--- src/rtl/axil_pkg.sv ---
// ---------------------------------------------------------------------------
// axil_pkg
// Shared definitions for the AXI4-Lite register-file slave:
//   - response codes (OKAY / SLVERR)
//   - state encodings of the independent write and read FSMs
// Optional feature macro used by the slave: AXIL_MEM_SEG_EN
// ---------------------------------------------------------------------------
package axil_pkg;

    localparam logic [1:0] RESP_OKAY   = 2'b00;
    localparam logic [1:0] RESP_SLVERR = 2'b10;

    typedef enum logic {
        W_IDLE = 1'b0,
        W_RESP = 1'b1
    } w_state_t;

    typedef enum logic {
        R_IDLE = 1'b0,
        R_DATA = 1'b1
    } r_state_t;

endpackage : axil_pkg

--- src/rtl/hex7seg_dec.sv ---
// ---------------------------------------------------------------------------
// hex7seg_dec
// Combinational hex digit to seven-segment decoder.
// Ports:
//   nibble  in  4  hex digit 0..F
//   seg     out 8  segment pattern {dp,g,f,e,d,c,b,a}, active-high, dp=0
// ---------------------------------------------------------------------------
module hex7seg_dec (
    input  logic [3:0] nibble,
    output logic [7:0] seg
);

    always_comb begin
        seg = 8'h00;
        case (nibble)
            4'h0: seg = 8'h3F;
            4'h1: seg = 8'h06;
            4'h2: seg = 8'h5B;
            4'h3: seg = 8'h4F;
            4'h4: seg = 8'h66;
            4'h5: seg = 8'h6D;
            4'h6: seg = 8'h7D;
            4'h7: seg = 8'h07;
            4'h8: seg = 8'h7F;
            4'h9: seg = 8'h6F;
            4'hA: seg = 8'h77;
            4'hB: seg = 8'h7C;
            4'hC: seg = 8'h39;
            4'hD: seg = 8'h5E;
            4'hE: seg = 8'h79;
            4'hF: seg = 8'h71;
            default: seg = 8'h00;
        endcase
    end

endmodule : hex7seg_dec

--- src/rtl/axil_mem_slave.sv ---
// ---------------------------------------------------------------------------
// axil_mem_slave
// AXI4-Lite slave backed by a DEPTH x DATA_W register file. Write and read
// channels are served by two independent two-state FSMs. Addresses at or
// above DEPTH are not stored/read and answer SLVERR (read data 0).
//
// Parameters: ADDR_W (address bits), DATA_W (4..32), DEPTH (<= 2**ADDR_W)
// Ports:
//   clk, reset (async, active-low)
//   AW: ms_awvalid / sm_awready, SWM_awaddr
//   W : ms_wvalid  / sm_wready,  SWM_wdata
//   B : sm_bvalid  / ms_bready,  sm_bresp
//   AR: ms_arvalid / sm_arready, SWM_araddr
//   R : sm_rvalid  / ms_rready,  sm_rdata, sm_rresp
//   disp_hex_r : seven-segment {dp,g..a} of the low nibble of the last OKAY
//                read when AXIL_MEM_SEG_EN is defined, else constant 0.
// ---------------------------------------------------------------------------
module axil_mem_slave
    import axil_pkg::*;
#(
    parameter int ADDR_W = 4,
    parameter int DATA_W = 8,
    parameter int DEPTH  = 16
) (
    input  logic              clk,
    input  logic              reset,
    input  logic              ms_awvalid,
    output logic              sm_awready,
    input  logic [ADDR_W-1:0] SWM_awaddr,
    input  logic              ms_wvalid,
    output logic              sm_wready,
    input  logic [DATA_W-1:0] SWM_wdata,
    output logic              sm_bvalid,
    input  logic              ms_bready,
    output logic [1:0]        sm_bresp,
    input  logic              ms_arvalid,
    output logic              sm_arready,
    input  logic [ADDR_W-1:0] SWM_araddr,
    output logic              sm_rvalid,
    input  logic              ms_rready,
    output logic [DATA_W-1:0] sm_rdata,
    output logic [1:0]        sm_rresp,
    output logic [7:0]        disp_hex_r
);

    // DEPTH <= 2**ADDR_W, so it always fits in ADDR_W+1 bits.
    localparam logic [ADDR_W:0] DEPTH_L = (ADDR_W + 1)'(DEPTH);

    function automatic logic addr_ok(input logic [ADDR_W-1:0] a);
        return {1'b0, a} < DEPTH_L;
    endfunction

    logic [DATA_W-1:0] mem_reg [DEPTH];

    // Ready outputs stay low while in reset and rise on the first edge after.
    logic started_reg;

    w_state_t          w_state_reg, w_state_next;
    logic              aw_held_reg, aw_held_next;
    logic              w_held_reg,  w_held_next;
    logic [ADDR_W-1:0] awaddr_reg,  awaddr_next;
    logic [DATA_W-1:0] wdata_reg,   wdata_next;
    logic [1:0]        bresp_reg,   bresp_next;
    logic              wr_en;
    logic [ADDR_W-1:0] wr_addr;
    logic [DATA_W-1:0] wr_data;

    r_state_t          r_state_reg, r_state_next;
    logic [DATA_W-1:0] rdata_reg,   rdata_next;
    logic [1:0]        rresp_reg,   rresp_next;
    logic [DATA_W-1:0] rd_word;

    logic aw_hs, w_hs, ar_hs;

    // ---------------- state registers ----------------
    always_ff @(posedge clk or negedge reset) begin
        if (!reset) begin
            started_reg <= 1'b0;
            w_state_reg <= W_IDLE;
            aw_held_reg <= 1'b0;
            w_held_reg  <= 1'b0;
            awaddr_reg  <= '0;
            wdata_reg   <= '0;
            bresp_reg   <= RESP_OKAY;
            r_state_reg <= R_IDLE;
            rdata_reg   <= '0;
            rresp_reg   <= RESP_OKAY;
            for (int i = 0; i < DEPTH; i++) begin
                mem_reg[i] <= '0;
            end
        end else begin
            started_reg <= 1'b1;
            w_state_reg <= w_state_next;
            aw_held_reg <= aw_held_next;
            w_held_reg  <= w_held_next;
            awaddr_reg  <= awaddr_next;
            wdata_reg   <= wdata_next;
            bresp_reg   <= bresp_next;
            r_state_reg <= r_state_next;
            rdata_reg   <= rdata_next;
            rresp_reg   <= rresp_next;
            // Non-blocking update: a read on the same edge sees the old word.
            for (int i = 0; i < DEPTH; i++) begin
                if (wr_en && wr_addr == ADDR_W'(i)) begin
                    mem_reg[i] <= wr_data;
                end
            end
        end
    end

    // ---------------- write FSM next state ----------------
    always_comb begin
        w_state_next = w_state_reg;
        aw_held_next = aw_held_reg;
        w_held_next  = w_held_reg;
        awaddr_next  = awaddr_reg;
        wdata_next   = wdata_reg;
        bresp_next   = bresp_reg;
        wr_en        = 1'b0;
        // Use the captured beat if held, otherwise the one handshaking now.
        wr_addr      = aw_held_reg ? awaddr_reg : SWM_awaddr;
        wr_data      = w_held_reg  ? wdata_reg  : SWM_wdata;
        case (w_state_reg)
            W_IDLE: begin
                if (aw_hs) begin
                    aw_held_next = 1'b1;
                    awaddr_next  = SWM_awaddr;
                end
                if (w_hs) begin
                    w_held_next = 1'b1;
                    wdata_next  = SWM_wdata;
                end
                if ((aw_held_reg || aw_hs) && (w_held_reg || w_hs)) begin
                    w_state_next = W_RESP;
                    aw_held_next = 1'b0;
                    w_held_next  = 1'b0;
                    wr_en        = addr_ok(wr_addr);
                    bresp_next   = addr_ok(wr_addr) ? RESP_OKAY : RESP_SLVERR;
                end
            end
            W_RESP: begin
                if (ms_bready) begin
                    w_state_next = W_IDLE;
                end
            end
            default: w_state_next = W_IDLE;
        endcase
    end

    // ---------------- read FSM next state ----------------
    always_comb begin
        rd_word = '0;
        for (int i = 0; i < DEPTH; i++) begin
            if (SWM_araddr == ADDR_W'(i)) begin
                rd_word = mem_reg[i];
            end
        end
    end

    always_comb begin
        r_state_next = r_state_reg;
        rdata_next   = rdata_reg;
        rresp_next   = rresp_reg;
        case (r_state_reg)
            R_IDLE: begin
                if (ar_hs) begin
                    r_state_next = R_DATA;
                    rdata_next   = addr_ok(SWM_araddr) ? rd_word : '0;
                    rresp_next   = addr_ok(SWM_araddr) ? RESP_OKAY : RESP_SLVERR;
                end
            end
            R_DATA: begin
                if (ms_rready) begin
                    r_state_next = R_IDLE;
                end
            end
            default: r_state_next = R_IDLE;
        endcase
    end

    // ---------------- outputs (registers only, no ready->valid path) ----------------
    always_comb begin
        sm_awready = started_reg && (w_state_reg == W_IDLE) && !aw_held_reg;
        sm_wready  = started_reg && (w_state_reg == W_IDLE) && !w_held_reg;
        sm_bvalid  = (w_state_reg == W_RESP);
        sm_bresp   = bresp_reg;
        sm_arready = started_reg && (r_state_reg == R_IDLE);
        sm_rvalid  = (r_state_reg == R_DATA);
        sm_rdata   = rdata_reg;
        sm_rresp   = rresp_reg;
    end

    assign aw_hs = ms_awvalid && sm_awready;
    assign w_hs  = ms_wvalid  && sm_wready;
    assign ar_hs = ms_arvalid && sm_arready;

`ifdef AXIL_MEM_SEG_EN
    // Nibble follows the R channel but only for OKAY reads.
    logic [3:0] seg_nibble_reg;

    always_ff @(posedge clk or negedge reset) begin
        if (!reset) begin
            seg_nibble_reg <= 4'h0;
        end else if (ar_hs && addr_ok(SWM_araddr)) begin
            seg_nibble_reg <= rd_word[3:0];
        end
    end

    hex7seg_dec u_hex7seg_dec (
        .nibble (seg_nibble_reg),
        .seg    (disp_hex_r)
    );
`else
    assign disp_hex_r = 8'h00;
`endif

endmodule : axil_mem_slave

--- config.mk ---
export PLATFORM = sky130hd
export DESIGN_NAME = axil_mem_slave
export DESIGN_NICKNAME = d
export VERILOG_FILES = /design/src/rtl/axil_pkg.sv /design/src/rtl/hex7seg_dec.sv /design/src/rtl/axil_mem_slave.sv
export SDC_FILE = /design/constraint.sdc
export NUM_CORES = 1
export LEC_CHECK = 0
export CORE_ASPECT_RATIO = 1.2
export CORE_UTILIZATION = 35
export DETAILED_ROUTE_END_ITERATION = 8
export PLACE_DENSITY_LB_ADDON = 0.05
export SYNTH_ARGS = -nofsm -noshare
export SYNTH_HDL_FRONTEND = slang
export SYNTH_SLANG_ARGS = --single-unit
--- constraint.sdc ---
create_clock -name clk -period 2.25 [get_ports clk]
set_clock_uncertainty 0.05 [all_clocks]
set_input_delay 0.45 -clock clk [delete_from_list [all_inputs] [get_ports clk]]
set_output_delay 0.45 -clock clk [all_outputs]
set_load 0.03 [all_outputs]
==> flow_metrics.py <==
metrics = {
    "worst_setup_path": {
        "crit_path_start": "sm_bvalid$_DFF_PN0_",
        "cp-start-kind": "register",
        "end_kind": "primary output",
        "worst_ep_arrival_time_ns": 1.62,
        "critPathMaxFanout": 5,
        "worst_ep_required_time_ns": 1.75,
        "r2r-start": "aw_held_reg$_DFFE_PN0P_",
        "crit_type": "register to primary output",
    },
    "place": {
        "post-dp-hpwl_um": 14300,
        "dp.cells": 939,
        "globalplace.congestion": 0.812,
        "port_buffers": 35,
    },
    "grt": {
        "grt_usage": 0.192,
        "grt_overflow": 0,
        "antenna_found_initial": 0,
        "grt_start_max_net_pins": 56,
        "grt_pass1_vias": 5381,
        "grt_pass1_wl_um": 31800,
    },
    "worst_hold_path": {
        "hold_start": "mem_reg[64]$_DFFE_PN0P_",
        "hold_class": "register to register",
    },
    "clock_tree": {
        "clkLatencyLatePin_ns": 0.43,
        "clock-sinks": 153,
        "post-cts-setup-buffers": 0,
        "htree_levels": 4,
        "clockRootBuffer": "clkbuf_16",
        "tritoncts": "done",
        "cts_inserted_buffers": 17,
        "clk_pin_slew_worst_paths_ns": 0.07,
        "cts_buffer_depth": 2,
    },
    "route": {
        "routedWlPerCell_um": 20.7,
        "vias": 5156,
        "dr.pass1.iters": 7,
        "first_iter_violations": 280,
        "vias_per_cell": 5.30,
        "drt_wl_total_um": 20100,
        "antenna_left": 0,
        "drc": 0,
    },
    "sta": {
        "fmax_ghz": 0.471,
        "finalHoldViolCount": 0,
        "tightest_slew_ns": 0.577,
        "rsz0062_at_grt": "false",
        "period_minus_slack_ns": 2.12,
        "setup_viol": 0,
        "drv_slew": 0,
        "fin_crit_sh": 0.944,
        "slew_headroom": 0.606,
        "finalSetupTns_ns": 0,
    },
    "power_and_ir_drop": {
        "p_per_area_nw_per_um2": 1150,
        "peakVddDrop_v": 0.000551,
        "p_leak_nw": 4.38,
    },
    "floorplan": {
        "die_area_um2": 22600,
        "die_w_um": 137,
        "core_region_area_um2": 21600,
        "start_util": 0.356,
        "die_y_um": 164,
        "rows": 59,
        "pin_count": 48,
    },
    "synth": {
        "synth.avg_cell_area_um2": 12.4,
        "synth_cell_type_count": 57,
        "synth_warnings": 0,
        "synthArstFlopShare": 1.00,
        "ys_ff_latch": 153,
        "synthesis.instances": 620,
        "ys_seq_area_frac": 0.497,
        "yosys_most_used_dff": "dfrtp_1",
        "synth_edf_count": 0,
        "syn_area_um2": 7700,
    },
    "finish": {
        "finalNetCount": 708,
        "n_fill_cell": 2026,
        "final_util": 0.428,
        "num_antenna_cells": 0,
        "finalNonFillerCells": 972,
        "drive_gt1_frac": 0.360,
        "largest_reg_flops": 128,
        "syn_to_final_growth_pct": 20.2,
    },
    "run": {
        "maxCapViolations": 0,
    },
    "status": {
        "status": "completed",
    },
}
## synth_stat cells, types with 3 or more instances
library cell | number | area, µm²
a2111oi_0 | 6 | 52.6
a21oi_1 | 24 | 120
nor3_1 | 8 | 40.0
mux2_1 | 12 | 135
nand2_1 | 29 | 109
mux2_4 | 14 | 210
mux2i_1 | 21 | 210
and2_1 | 4 | 25.0
buf_4 | 16 | 120
o22ai_1 | 7 | 43.8
a31oi_1 | 5 | 31.3
inv_1 | 9 | 33.8
o2bb2ai_1 | 4 | 35.0
nand3_1 | 3 | 15.0
nor2b_1 | 8 | 50.1
mux2_2 | 127 | 1430
buf_2 | 13 | 65.1
nor2_1 | 27 | 101
o21ai_0 | 25 | 125
dfrtp_1 | 153 | 3830
o221ai_1 | 3 | 26.3
a211oi_1 | 4 | 30.0
clkbuf_4 | 3 | 22.5
nand2b_1 | 8 | 50.1
nand4_1 | 3 | 18.8
nand2_4 | 16 | 180
clkbuf_1 | 15 | 56.3
a22oi_1 | 5 | 37.5
o32ai_4 | 4 | 110
a221oi_1 | 3 | 26.3
o32ai_1 | 4 | 35.0
## where the power goes
part           total, mW  internal [mW]  switching (mW)
sequential          4.38           3.77           0.608
clock               3.05           1.80            1.25
combinational       3.22           1.63            1.58
total               10.6           7.20            3.44
## cell type report
class,instances,area [µm²],area share
flip-flops and latches,153,3830,0.414
multi-input cells,417,3580,0.387
repair buffers,84,835,0.0902
clock buffers,18,439,0.0475
well taps,274,343,0.0370
clock inverters,14,184,0.0199
inverters,12,45.0,0.00487
## layout by cell type, fill, tap and decap left out, types with 7 or more instances in the layout
| master | instances |
|---|---|
| dfrtp_1 | 153 |
| mux2_2 | 127 |
| buf_4 | 38 |
| nand2_1 | 29 |
| clkdlybuf4s50_1 | 29 |
| nor2_1 | 27 |
| o21ai_0 | 25 |
| a21oi_1 | 24 |
| mux2i_1 | 21 |
| clkbuf_16 | 17 |
| nand2_4 | 16 |
| mux2_4 | 14 |
| conb_1 | 13 |
| mux2_1 | 12 |
| buf_12 | 10 |
| inv_1 | 9 |
| nor2b_1 | 8 |
| nor3_1 | 8 |
| nand2b_1 | 7 |
| o22ai_1 | 7 |
## worst paths after layout
kind | to | slack (ns) | depth (start not counted)
min in group asynchronous | aw_held_reg$_DFFE_PN0P_ | 0.45 | 2
setup / recovery | sm_awready | 0.13 | 3
max in group asynchronous | mem_reg[2]$_DFFE_PN0P_ | 1.03 | 3
hold / removal | mem_reg[64]$_DFFE_PN0P_ | 0.44 | 1
setup reg to reg | mem_reg[108]$_DFFE_PN0P_ | 0.38 | 6
hold reg to reg | mem_reg[64]$_DFFE_PN0P_ | 0.44 | 1
## through the flow
stage	hold WS [ns]	instance area [µm²]	power [mW]	worst slack, ns
floorplan	0.104	7740	6.52	0.142
global placement	0.344	8620	7.58	-0.214
detailed placement	0.349	8620	7.68	-0.240
CTS	0.447	9250	10.8	0.100
global route	0.463	9260	11.2	0.0191
finish	0.443	9260	10.6	0.126
## layer usage
| layer | vias to the layer above | part of all wire | wire length [µm] | global-route usage |
|---|---|---|---|---|
| met1 | 2649 | 0.45 | 9040 | 0.259 |
| met4 | 0 | 0.016 | 323 | 0.0564 |
| met5 | - | 0 | 0 | 0 |
| li1 | 2362 | - | - | - |
| met3 | 24 | 0.037 | 752 | 0.0325 |
| met2 | 121 | 0.50 | 9980 | 0.315 |
## logic make-up (layout without fill, tap and decap cells)
kind of cell           after synthesis  count (layout)  synth area share
muxes                              176             176             0.264
buffers and inverters               61             128            0.0431
and+or+nand+nor                    118             118            0.0902
other                                2              13          0.000976
DFF                                153             153             0.497
AOI/OAI and AO/OA                  110             110             0.105
## critical path: stages (launching register included)
cell and delay, ns:
dfrtp_1 0.45, nand2b_1 0.21, nor2_1 0.13, dlygate4sd2_1 0.41
## what timing repair did
| action | in CTS | in global routing |
|---|---|---|
| hold buffers | 1 | 0 |
| endpoints found under the hold margin | 36 | 0 |
| endpoints found under the setup margin | 3 | 2 |
| gates resized for setup | 3 | 2 |
(Power assumes the default switching activity.)
